$ cat config.mk
export PLATFORM = sky130hd
export DESIGN_NAME = enemy_manager_flat
export DESIGN_NICKNAME = d
export VERILOG_FILES = /design/src/rtl/enemy_manager_if.sv /design/src/rtl/enemy_manager.sv /design/src/flat_wrapper.sv
export SDC_FILE = /design/constraint.sdc
export NUM_CORES = 1
export LEC_CHECK = 0
export CORE_UTILIZATION = 30
export CTS_CLUSTER_DIAMETER = 100
export DETAILED_ROUTE_END_ITERATION = 12
export HOLD_SLACK_MARGIN = 0.05
export PLACE_DENSITY = 0.55
export SYNTH_ARGS = -nofsm -noshare
export SYNTH_HDL_FRONTEND = slang
export SYNTH_SLANG_ARGS = --single-unit
$ cat constraint.sdc
create_clock -name clk -period 4 [get_ports clk]
set_clock_uncertainty 0.2 [all_clocks]
set_input_delay 0.6 -clock clk [delete_from_list [all_inputs] [get_ports clk]]
set_output_delay 0.6 -clock clk [all_outputs]
set_load 0.02 [all_outputs]
$ cat src/rtl/enemy_manager_if.sv
// Signal bundle between enemy_manager and its frame/collision environment.
// The slave side belongs to the manager, the master side to whoever drives frames and hits.
interface enemy_manager_if #(
  parameter int unsigned NUM_ENEMIES = 4
);
  logic                       startOfFrame;
  logic                       game_start;
  logic [NUM_ENEMIES-1:0]     enemy_hit;
  logic [4*NUM_ENEMIES-1:0]   dir_code;
  logic [NUM_ENEMIES-1:0]     random;
  logic [NUM_ENEMIES-1:0]     enemy_alive;
  logic [NUM_ENEMIES-1:0]     enemy_dying;
  logic                       kill_pulse;
  logic                       level_clear;

  modport slave (
    input  startOfFrame, game_start, enemy_hit,
    output dir_code, random, enemy_alive, enemy_dying, kill_pulse, level_clear
  );

  modport master (
    output startOfFrame, game_start, enemy_hit,
    input  dir_code, random, enemy_alive, enemy_dying, kill_pulse, level_clear
  );
endinterface

$ cat src/rtl/enemy_manager.sv
// Tracks alive/dying state and movement direction for each enemy, sweeping one enemy per
// cycle after every frame pulse; emits kill pulses and a level-clear flag.
module enemy_manager #(
  parameter int unsigned NUM_ENEMIES  = 4,
  parameter int unsigned TURN_PERIOD  = 32,
  parameter logic [15:0] LFSR_SEED    = 16'hACE1,
  parameter int unsigned DEATH_FRAMES = 16
) (
  input  logic           clk,
  input  logic           resetN,
  enemy_manager_if.slave bus
);

  localparam int unsigned IdxW   = (NUM_ENEMIES > 1) ? $clog2(NUM_ENEMIES) : 1;
  localparam int unsigned TurnW  = (TURN_PERIOD > 1) ? $clog2(TURN_PERIOD) : 1;
  localparam int unsigned DeathW = $clog2(DEATH_FRAMES + 1);
  localparam int unsigned Phase  = TURN_PERIOD / NUM_ENEMIES;

  localparam logic [3:0] DirStop   = 4'b0000;
  localparam logic [3:0] DirTop    = 4'b0100;
  localparam logic [3:0] DirRight  = 4'b0010;
  localparam logic [3:0] DirLeft   = 4'b1000;
  localparam logic [3:0] DirBottom = 4'b0001;

  typedef enum logic [1:0] {StIdle, StRun, StUpdate, StCheck} state_e;

  state_e                                state_q, state_d;
  logic [IdxW-1:0]                       idx_q, idx_d;
  logic [15:0]                           lfsr_q, lfsr_d;
  logic [NUM_ENEMIES-1:0]                alive_q, alive_d;
  logic [NUM_ENEMIES-1:0]                dying_q, dying_d;
  logic [NUM_ENEMIES-1:0]                pend_q, pend_d;
  logic [NUM_ENEMIES-1:0]                rand_q, rand_d;
  logic [NUM_ENEMIES-1:0][3:0]           dir_q, dir_d;
  logic [NUM_ENEMIES-1:0][TurnW-1:0]     turn_q, turn_d;
  logic [NUM_ENEMIES-1:0][DeathW-1:0]    death_q, death_d;
  logic                                  kill_q, kill_d;
  logic                                  clear_q, clear_d;

  function automatic logic [3:0] dir_from_bits(input logic [1:0] sel);
    logic [3:0] d;
    unique case (sel)
      2'b00:   d = DirTop;
      2'b01:   d = DirRight;
      2'b10:   d = DirLeft;
      default: d = DirBottom;
    endcase
    return d;
  endfunction

  always_comb begin
    state_d = state_q;
    idx_d   = idx_q;
    alive_d = alive_q;
    dying_d = dying_q;
    rand_d  = rand_q;
    dir_d   = dir_q;
    turn_d  = turn_q;
    death_d = death_q;
    kill_d  = 1'b0;
    clear_d = clear_q;
    // Hits on live enemies are latched in any cycle and serviced in the next sweep.
    pend_d  = pend_q | (bus.enemy_hit & alive_q);
    lfsr_d  = {lfsr_q[0] ^ lfsr_q[2] ^ lfsr_q[3] ^ lfsr_q[5], lfsr_q[15:1]};

    if (bus.game_start) begin
      alive_d = '1;
      dying_d = '0;
      pend_d  = '0;
      clear_d = 1'b0;
      idx_d   = '0;
      state_d = StRun;
      for (int unsigned i = 0; i < NUM_ENEMIES; i++) begin
        dir_d[i]   = DirBottom;
        // Counter holds frames-to-turn minus one; staggers turns by Phase frames per enemy.
        turn_d[i]  = TurnW'(TURN_PERIOD - 1 - i * Phase);
        death_d[i] = '0;
      end
    end else begin
      unique case (state_q)
        StIdle: ;
        StRun: begin
          if (bus.startOfFrame) begin
            idx_d   = '0;
            state_d = StUpdate;
          end
        end
        StUpdate: begin
          for (int unsigned i = 0; i < NUM_ENEMIES; i++) begin
            if (idx_q == IdxW'(i)) begin
              if (pend_q[i]) begin
                alive_d[i] = 1'b0;
                dying_d[i] = 1'b1;
                dir_d[i]   = DirStop;
                death_d[i] = DeathW'(DEATH_FRAMES);
                pend_d[i]  = 1'b0;
                kill_d     = 1'b1;
              end else if (dying_q[i]) begin
                death_d[i] = death_q[i] - 1'b1;
                if (death_q[i] == DeathW'(1)) dying_d[i] = 1'b0;
              end else if (alive_q[i]) begin
                if (turn_q[i] == '0) begin
                  turn_d[i] = TurnW'(TURN_PERIOD - 1);
                  dir_d[i]  = dir_from_bits(lfsr_q[1:0]);
                  rand_d[i] = lfsr_q[2];
                end else begin
                  turn_d[i] = turn_q[i] - 1'b1;
                end
              end
            end
          end
          if (idx_q == IdxW'(NUM_ENEMIES - 1)) state_d = StCheck;
          else                                  idx_d   = idx_q + 1'b1;
        end
        StCheck: begin
          if (alive_q == '0 && dying_q == '0) begin
            clear_d = 1'b1;
            state_d = StIdle;
          end else begin
            state_d = StRun;
          end
        end
      endcase
    end
  end

  always_ff @(posedge clk or posedge resetN) begin
    if (resetN) begin
      state_q <= StIdle;
      idx_q   <= '0;
      lfsr_q  <= LFSR_SEED;
      alive_q <= '0;
      dying_q <= '0;
      pend_q  <= '0;
      rand_q  <= '0;
      dir_q   <= '0;
      turn_q  <= '0;
      death_q <= '0;
      kill_q  <= 1'b0;
      clear_q <= 1'b0;
    end else begin
      state_q <= state_d;
      idx_q   <= idx_d;
      lfsr_q  <= lfsr_d;
      alive_q <= alive_d;
      dying_q <= dying_d;
      pend_q  <= pend_d;
      rand_q  <= rand_d;
      dir_q   <= dir_d;
      turn_q  <= turn_d;
      death_q <= death_d;
      kill_q  <= kill_d;
      clear_q <= clear_d;
    end
  end

  assign bus.dir_code    = dir_q;
  assign bus.random      = rand_q;
  assign bus.enemy_alive = alive_q;
  assign bus.enemy_dying = dying_q;
  assign bus.kill_pulse  = kill_q;
  assign bus.level_clear = clear_q;

endmodule

$ cat src/flat_wrapper.sv
// flat-port wrapper written by rule: the top's interface ports become plain ports
module enemy_manager_flat 
#(
  parameter int unsigned NUM_ENEMIES  = 4,
  parameter int unsigned TURN_PERIOD  = 32,
  parameter logic [15:0] LFSR_SEED    = 16'hACE1,
  parameter int unsigned DEATH_FRAMES = 16
)
  (clk, resetN, bus_startOfFrame, bus_game_start, bus_enemy_hit, bus_dir_code, bus_random, bus_enemy_alive, bus_enemy_dying, bus_kill_pulse, bus_level_clear);
  enemy_manager_if #(.NUM_ENEMIES(NUM_ENEMIES)) bus_i ();
  input  logic clk;
  input  logic resetN;
  input wire logic [$bits(bus_i.startOfFrame)-1:0] bus_startOfFrame;
  input wire logic [$bits(bus_i.game_start)-1:0] bus_game_start;
  input wire logic [$bits(bus_i.enemy_hit)-1:0] bus_enemy_hit;
  output wire logic [$bits(bus_i.dir_code)-1:0] bus_dir_code;
  output wire logic [$bits(bus_i.random)-1:0] bus_random;
  output wire logic [$bits(bus_i.enemy_alive)-1:0] bus_enemy_alive;
  output wire logic [$bits(bus_i.enemy_dying)-1:0] bus_enemy_dying;
  output wire logic [$bits(bus_i.kill_pulse)-1:0] bus_kill_pulse;
  output wire logic [$bits(bus_i.level_clear)-1:0] bus_level_clear;
  assign bus_i.startOfFrame = bus_startOfFrame;
  assign bus_i.game_start = bus_game_start;
  assign bus_i.enemy_hit = bus_enemy_hit;
  assign bus_dir_code = bus_i.dir_code;
  assign bus_random = bus_i.random;
  assign bus_enemy_alive = bus_i.enemy_alive;
  assign bus_enemy_dying = bus_i.enemy_dying;
  assign bus_kill_pulse = bus_i.kill_pulse;
  assign bus_level_clear = bus_i.level_clear;
  enemy_manager #(.NUM_ENEMIES(NUM_ENEMIES), .TURN_PERIOD(TURN_PERIOD), .LFSR_SEED(LFSR_SEED), .DEATH_FRAMES(DEATH_FRAMES)) u_core (.clk(clk), .resetN(resetN), .bus(bus_i));
endmodule
# Word-level counts from Yosys, hierarchy flattened
# Index checks and enable logic that the tools add are counted.
[word_totals] ff_bits=94 latchBits=0 mem_bits_rw=0 rom_bits=0 in_bits=8 output_inout_bits=30 word_cells=264 n_memories=0
[op_classes] n_addsub=9 n_mul=0 div_mod_pow=0 n_lt_le_gt_ge=0 eq_ne=27 shifts=0 mux=119 bitwise=14 reduce_logical=65
[op_table] op="5-bit 2-to-1 mux" n=32
[op_table] op="4-bit 2-to-1 mux" n=26
[op_table] op="20-bit 2-to-1 mux" n=4
[op_table] op="1-bit 2-to-1 mux" n=46
[op_table] op="5-bit AND reduction" n=8
[op_table] op="5-bit by 1-bit subtractor with 5-bit output (second input constant)" n=8
[op_table] op="3-bit nonzero test" n=13
[op_table] op="16-bit 2-to-1 mux" n=2
[op_table] op="3-bit AND reduction" n=10
[op_table] op="2-bit nonzero test" n=15
[op_table] op="7-bit AND reduction" n=4
[op_table] op="5-bit by 1-bit equality test with 1-bit output (second input constant)" n=4
[op_table] op="5-bit logical NOT" n=4
[op_table] op="3-bit != test (second input constant)" n=6
[op_table] op="2-bit != test (second input constant)" n=8
[op_table] op="2-bit 2-to-1 mux" n=6
[op_table] op="4-bit one-hot mux with 3 select lines" n=1
[op_table] op="2-bit equality test (second input constant)" n=5
[op_table] op="2-bit AND reduction" n=5
[op_table] op="1-bit inverter" n=9
[op_table] op="4-bit logical NOT" n=2
[op_table] op="2-bit by 1-bit equality test with 1-bit output (second input constant)" n=3
[op_table] op="2-bit one-hot mux with 3 select lines" n=1
[op_table] op="4-bit AND" n=1
[op_table] op="8 further kinds" n=11

# Longest topological paths before layout
[depth] ltp_word=10 ltp_mapped=8 mapped_depth_nobuf=6

# Worst setup path after synthesis
# No wires, ideal clock.
[synth_path] path_kind="register to register" startpoint="reg u_core.turn_q[15] (netlist name)" endpoint="reg u_core.dir_q (netlist bit u_core.bus.dir_code[15])" setup_ns=0.082 arrival_time_ns=2.215 t_required_ns=3.718 setup_slack_ns=1.503 stages_incl_launch_ff=8 n_path_buf=1 synth_period_minus_slack_ns=2.497 path_cell_list="dfrtp_1 > inv_1 > ha_1 > or4b_4 > or3b_1 > buf_2 > or4_1 > a31oi_1"
[synth_via] elab_chain_cells=3
[synth_lines] item="start, declared" line="enemy_manager.sv:35" source="logic [NUM_ENEMIES-1:0][TurnW-1:0] turn_q, turn_d;"
[synth_lines] item="start signal, assigned" line="enemy_manager.sv:150" source="turn_q <= turn_d;"
[synth_lines] item="5-bit logical NOT" line="enemy_manager.sv:102" source="if (turn_q[i] == '0) begin"
[synth_lines] item="3-bit nonzero test (no source line)"
[synth_lines] item="5-bit AND reduction (no source line)"
[synth_lines] item="end signal, assigned" line="enemy_manager.sv:149" source="dir_q <= dir_d;"
[synth_lines] item="end, declared" line="enemy_manager.sv:34" source="logic [NUM_ENEMIES-1:0][3:0] dir_q, dir_d;"
# No other way between the ends.
# A chain may end at the register's enable or synchronous reset.

# Worst setup path in the final report
# Ends and elaborated chain as after synthesis.

==> flow_summary_export.csv <==
group,metric,value,unit
yosys,synth_common_cells,"dfrtp_1 (86), nand2_1 (53), nor2_1 (37)",
die,rows,45,
sta,setup_total_negative_slack,0,ns
clock_network,clk_path_buf_depth,2,
sta,fmax,382,MHz
yosys,yosysMostFrequentCell,"dfrtp_1",
die,die_w,127,um
setup_path,critPathMaxStageDelay,0.50,ns
die,start_util,0.308,
power_and_ir_drop,p_per_area,357,nW/um^2
power_and_ir_drop,p_comb_frac,0.045,
yosys,ys_ff_latch,94,
yosys,yosysTopAreaCell,"dfrtp_1",
yosys,yosys-top-cells-area,"dfrtp_1 (46%), dfstp_2 (4.5%), ha_1 (4.3%)",
grt,grt_max_degree,56,
yosys,synthArstFlopShare,1.00,
finish,areaGrowthSynthToFinish,17.9,%
setup_path,critPathLaunchType,"register",
grt,globalRoute.totalOverflow,0,
hold_path,hp-class,"reg2reg",
yosys,synth-warning-count,0,
grt,first_global_vias,3601,
power_and_ir_drop,switching_share,0.225,
finish,diodes,0,
route,antenna_left,0,
yosys,synth_area,4710,um^2
route,drt-initial-drc-count,174,
sta,layout_setup_ws,1.38,ns
clock_network,ctsHtreeMaxLevel,3,
place,gp_congestion,0.849,
setup_path,worstPathCellList,"inv_1 > ha_1 > or4b_4 > or3b_1 > or4_1 > a31oi_1",
clock_network,cts_buffers,9,
grt,antenna_found_initial,0,
clock_network,cts_tree,"built",
power_and_ir_drop,pwr-share-clk,0.460,
yosys,ys.flop_type,"dfrtp_1",
setup_path,worstPathRequired,4.06,ns
yosys,synth_cell_types,57,
route,wl,11400,um
sta,finalHoldViolCount,0,
clock_network,cts_setup_buffers,0,
route,drc,0,
power_and_ir_drop,power,1.98,mW
sta,finalMaxSlewViolations,0,
die,die-area,16200,um^2
finish,fin_nets,539,
route,routed_via_density,5.08,
route,first_pass_iters,5,
yosys,synth_edf_count,0,
place,placed_area,5230,um^2
sta,rsz0062_at_grt,"no",
sta,setup_violations,0,
sta,fin_crit_sh,0.654,
clock_network,post_cts_resized,0,
yosys,syn_inst,492,
setup_path,path_class,"reg2reg",
place,pre_cts_slack,1.40,ns
sta,min_period,2.62,ns
power_and_ir_drop,p_sw,0.446,mW
status,status,"finished clean",
place,io_buffer_count,37,
clock_network,clkSinkCount,94,
place,dp.cells,715,
yosys,ys_seq_area_frac,0.502,
sta,tightestPinTransition,0.940,ns
setup_path,cp-end-kind,"register",
setup_path,crit_fanout,8,
setup_path,arrival,2.68,ns
die,io_pins,38,
finish,finalNonFillerCells,731,
clock_network,path_clk_slew,0.07,ns
power_and_ir_drop,seq_power_share,0.495,
place,dpl.hpwl,7680,um
finish,utilization,0.364,
grt,gr-usage-all-layers,0.150,
power_and_ir_drop,p_leak,2.20,nW
sta,fin_hold_ws,0.152,ns
clock_network,clock_latency,0.34,ns
clock_network,root_buffer,"clkbuf_16",
setup_path,crit_slowest_cell,"or4b_4",
route,vias,3711,
yosys,synth.top_cell.area_share,0.457,
route,wl_per_cell,15.5,um
grt,grt_first_pass_wirelength,18900,um
die,chipHeight,127,um
sta,slew_headroom,0.373,
setup_path,worst-r2r-cell-count,6,
power_and_ir_drop,internal_power,1.53,mW
finish,fin_area,5550,um^2
clock_network,cts_hold_buf,0,
yosys,syn_nets,516,
yosys,postSynthAreaPerCell,9.57,um^2
power_and_ir_drop,vdd_drop_max,0.150,mV
job,drv_cap,0,
finish,drive_gt1_frac,0.0885,
die,fp.coreArea,15300,um^2
hold_path,holdPathStages,0,
[layout make-up]
type	instances	area, um^2
clock buffers	10	229
clock inverters	6	86.3
fillers	1519	9710
inverters	23	87.6
multi-input cells	345	2100
flip-flops and latches	94	2360
well taps	211	264
repair buffers	42	415
[layer usage]
layer  up-vias  part of all wire  track usage
met4         0            0.0093       0.0511
met3         8             0.036       0.0268
met5         -                 0            0
li1       1795                 -            -
met2        76              0.47        0.230
met1      1832              0.49        0.213
[power groups by stage]
| stage | Combinational, mW | Clock [mW] | Sequential, mW |
|---|---|---|---|
| global route | 0.100 | 0.979 | 0.981 |
| CTS | 0.0913 | 0.939 | 0.979 |
| floorplan | 0.0740 | 0 | 0.982 |
| detailed placement | 0.0908 | 0 | 0.997 |
| global placement | 0.0896 | 0 | 0.996 |
| finish | 0.0883 | 0.912 | 0.980 |
[state kept, by name, summed over array words and instances (netlist names)]
signal                  flops
u_core.idx_q                2
u_core.turn_q              20
u_core.bus.level_clear      1
u_core.bus.kill_pulse       1
u_core.bus.enemy_alive      4
u_core.death_q             20
u_core.bus.enemy_dying      4
u_core.lfsr_q              16
u_core.bus.random           4
u_core.bus.dir_code        16
u_core.state_q              2
u_core.pend_q               4
[worst max-delay path, delay by kind of cell (launching register included)]
kind | cells | cell delay [ns]
and+or+nand+nor | 3 | 1.50
DFF | 1 | 0.42
adders and majority gates | 1 | 0.17
AOI/OAI and AO/OA | 1 | 0.17
buffers and inverters | 1 | 0.07
[cell families after synthesis]
logic type	count (synthesis)	synth area share
AOI/OAI and AO/OA	103	0.129
xor gates and xnor gates	10	0.0186
adders and majority gates	16	0.0425
buffers and inverters	53	0.0510
DFF	94	0.502
muxes	7	0.0159
and+or+nand+nor	209	0.241
[layout by cell type, fill, tap and decap left out, types with 2 or more instances in the layout]
master / instances
o211ai_1: 3
or4b_2: 5
mux2i_1: 3
nor4b_1: 7
a21o_1: 2
bufinv_16: 2
buf_4: 4
clkinv_2: 3
clkbuf_16: 9
inv_1: 21
or3_1: 2
nand3_1: 22
o31ai_1: 5
a32oi_1: 2
a311oi_1: 2
clkdlybuf4s50_1: 36
dfrtp_1: 86
nand2b_1: 6
dfstp_2: 8
nor2_1: 37
nor3_1: 20
and3_1: 2
nor4_1: 5
nand3b_1: 10
nand4_1: 6
a32o_1: 2
a31oi_1: 10
and3b_1: 4
or2_2: 4
xnor2_1: 2
nor2b_1: 7
o21ai_0: 32
a21oi_1: 36
nor4bb_1: 4
or4_1: 7
nand2_1: 53
xor2_1: 8
mux2_2: 4
ha_1: 16
[worst paths after layout]
check	from	endpoint	slack [ns]
min in group asynchronous	resetN	u_core.death_q[5]	0.56
max reg2reg	u_core.turn_q[15]	u_core.bus.dir_code[15]	1.38
max in group asynchronous	resetN	u_core.lfsr_q[11]	2.26
min	u_core.lfsr_q[14]	u_core.lfsr_q[13]	0.15
min reg2reg	u_core.lfsr_q[14]	u_core.lfsr_q[13]	0.15
max	u_core.turn_q[15]	u_core.bus.dir_code[15]	1.38
Note: power is estimated with default switching activity, not from simulation.
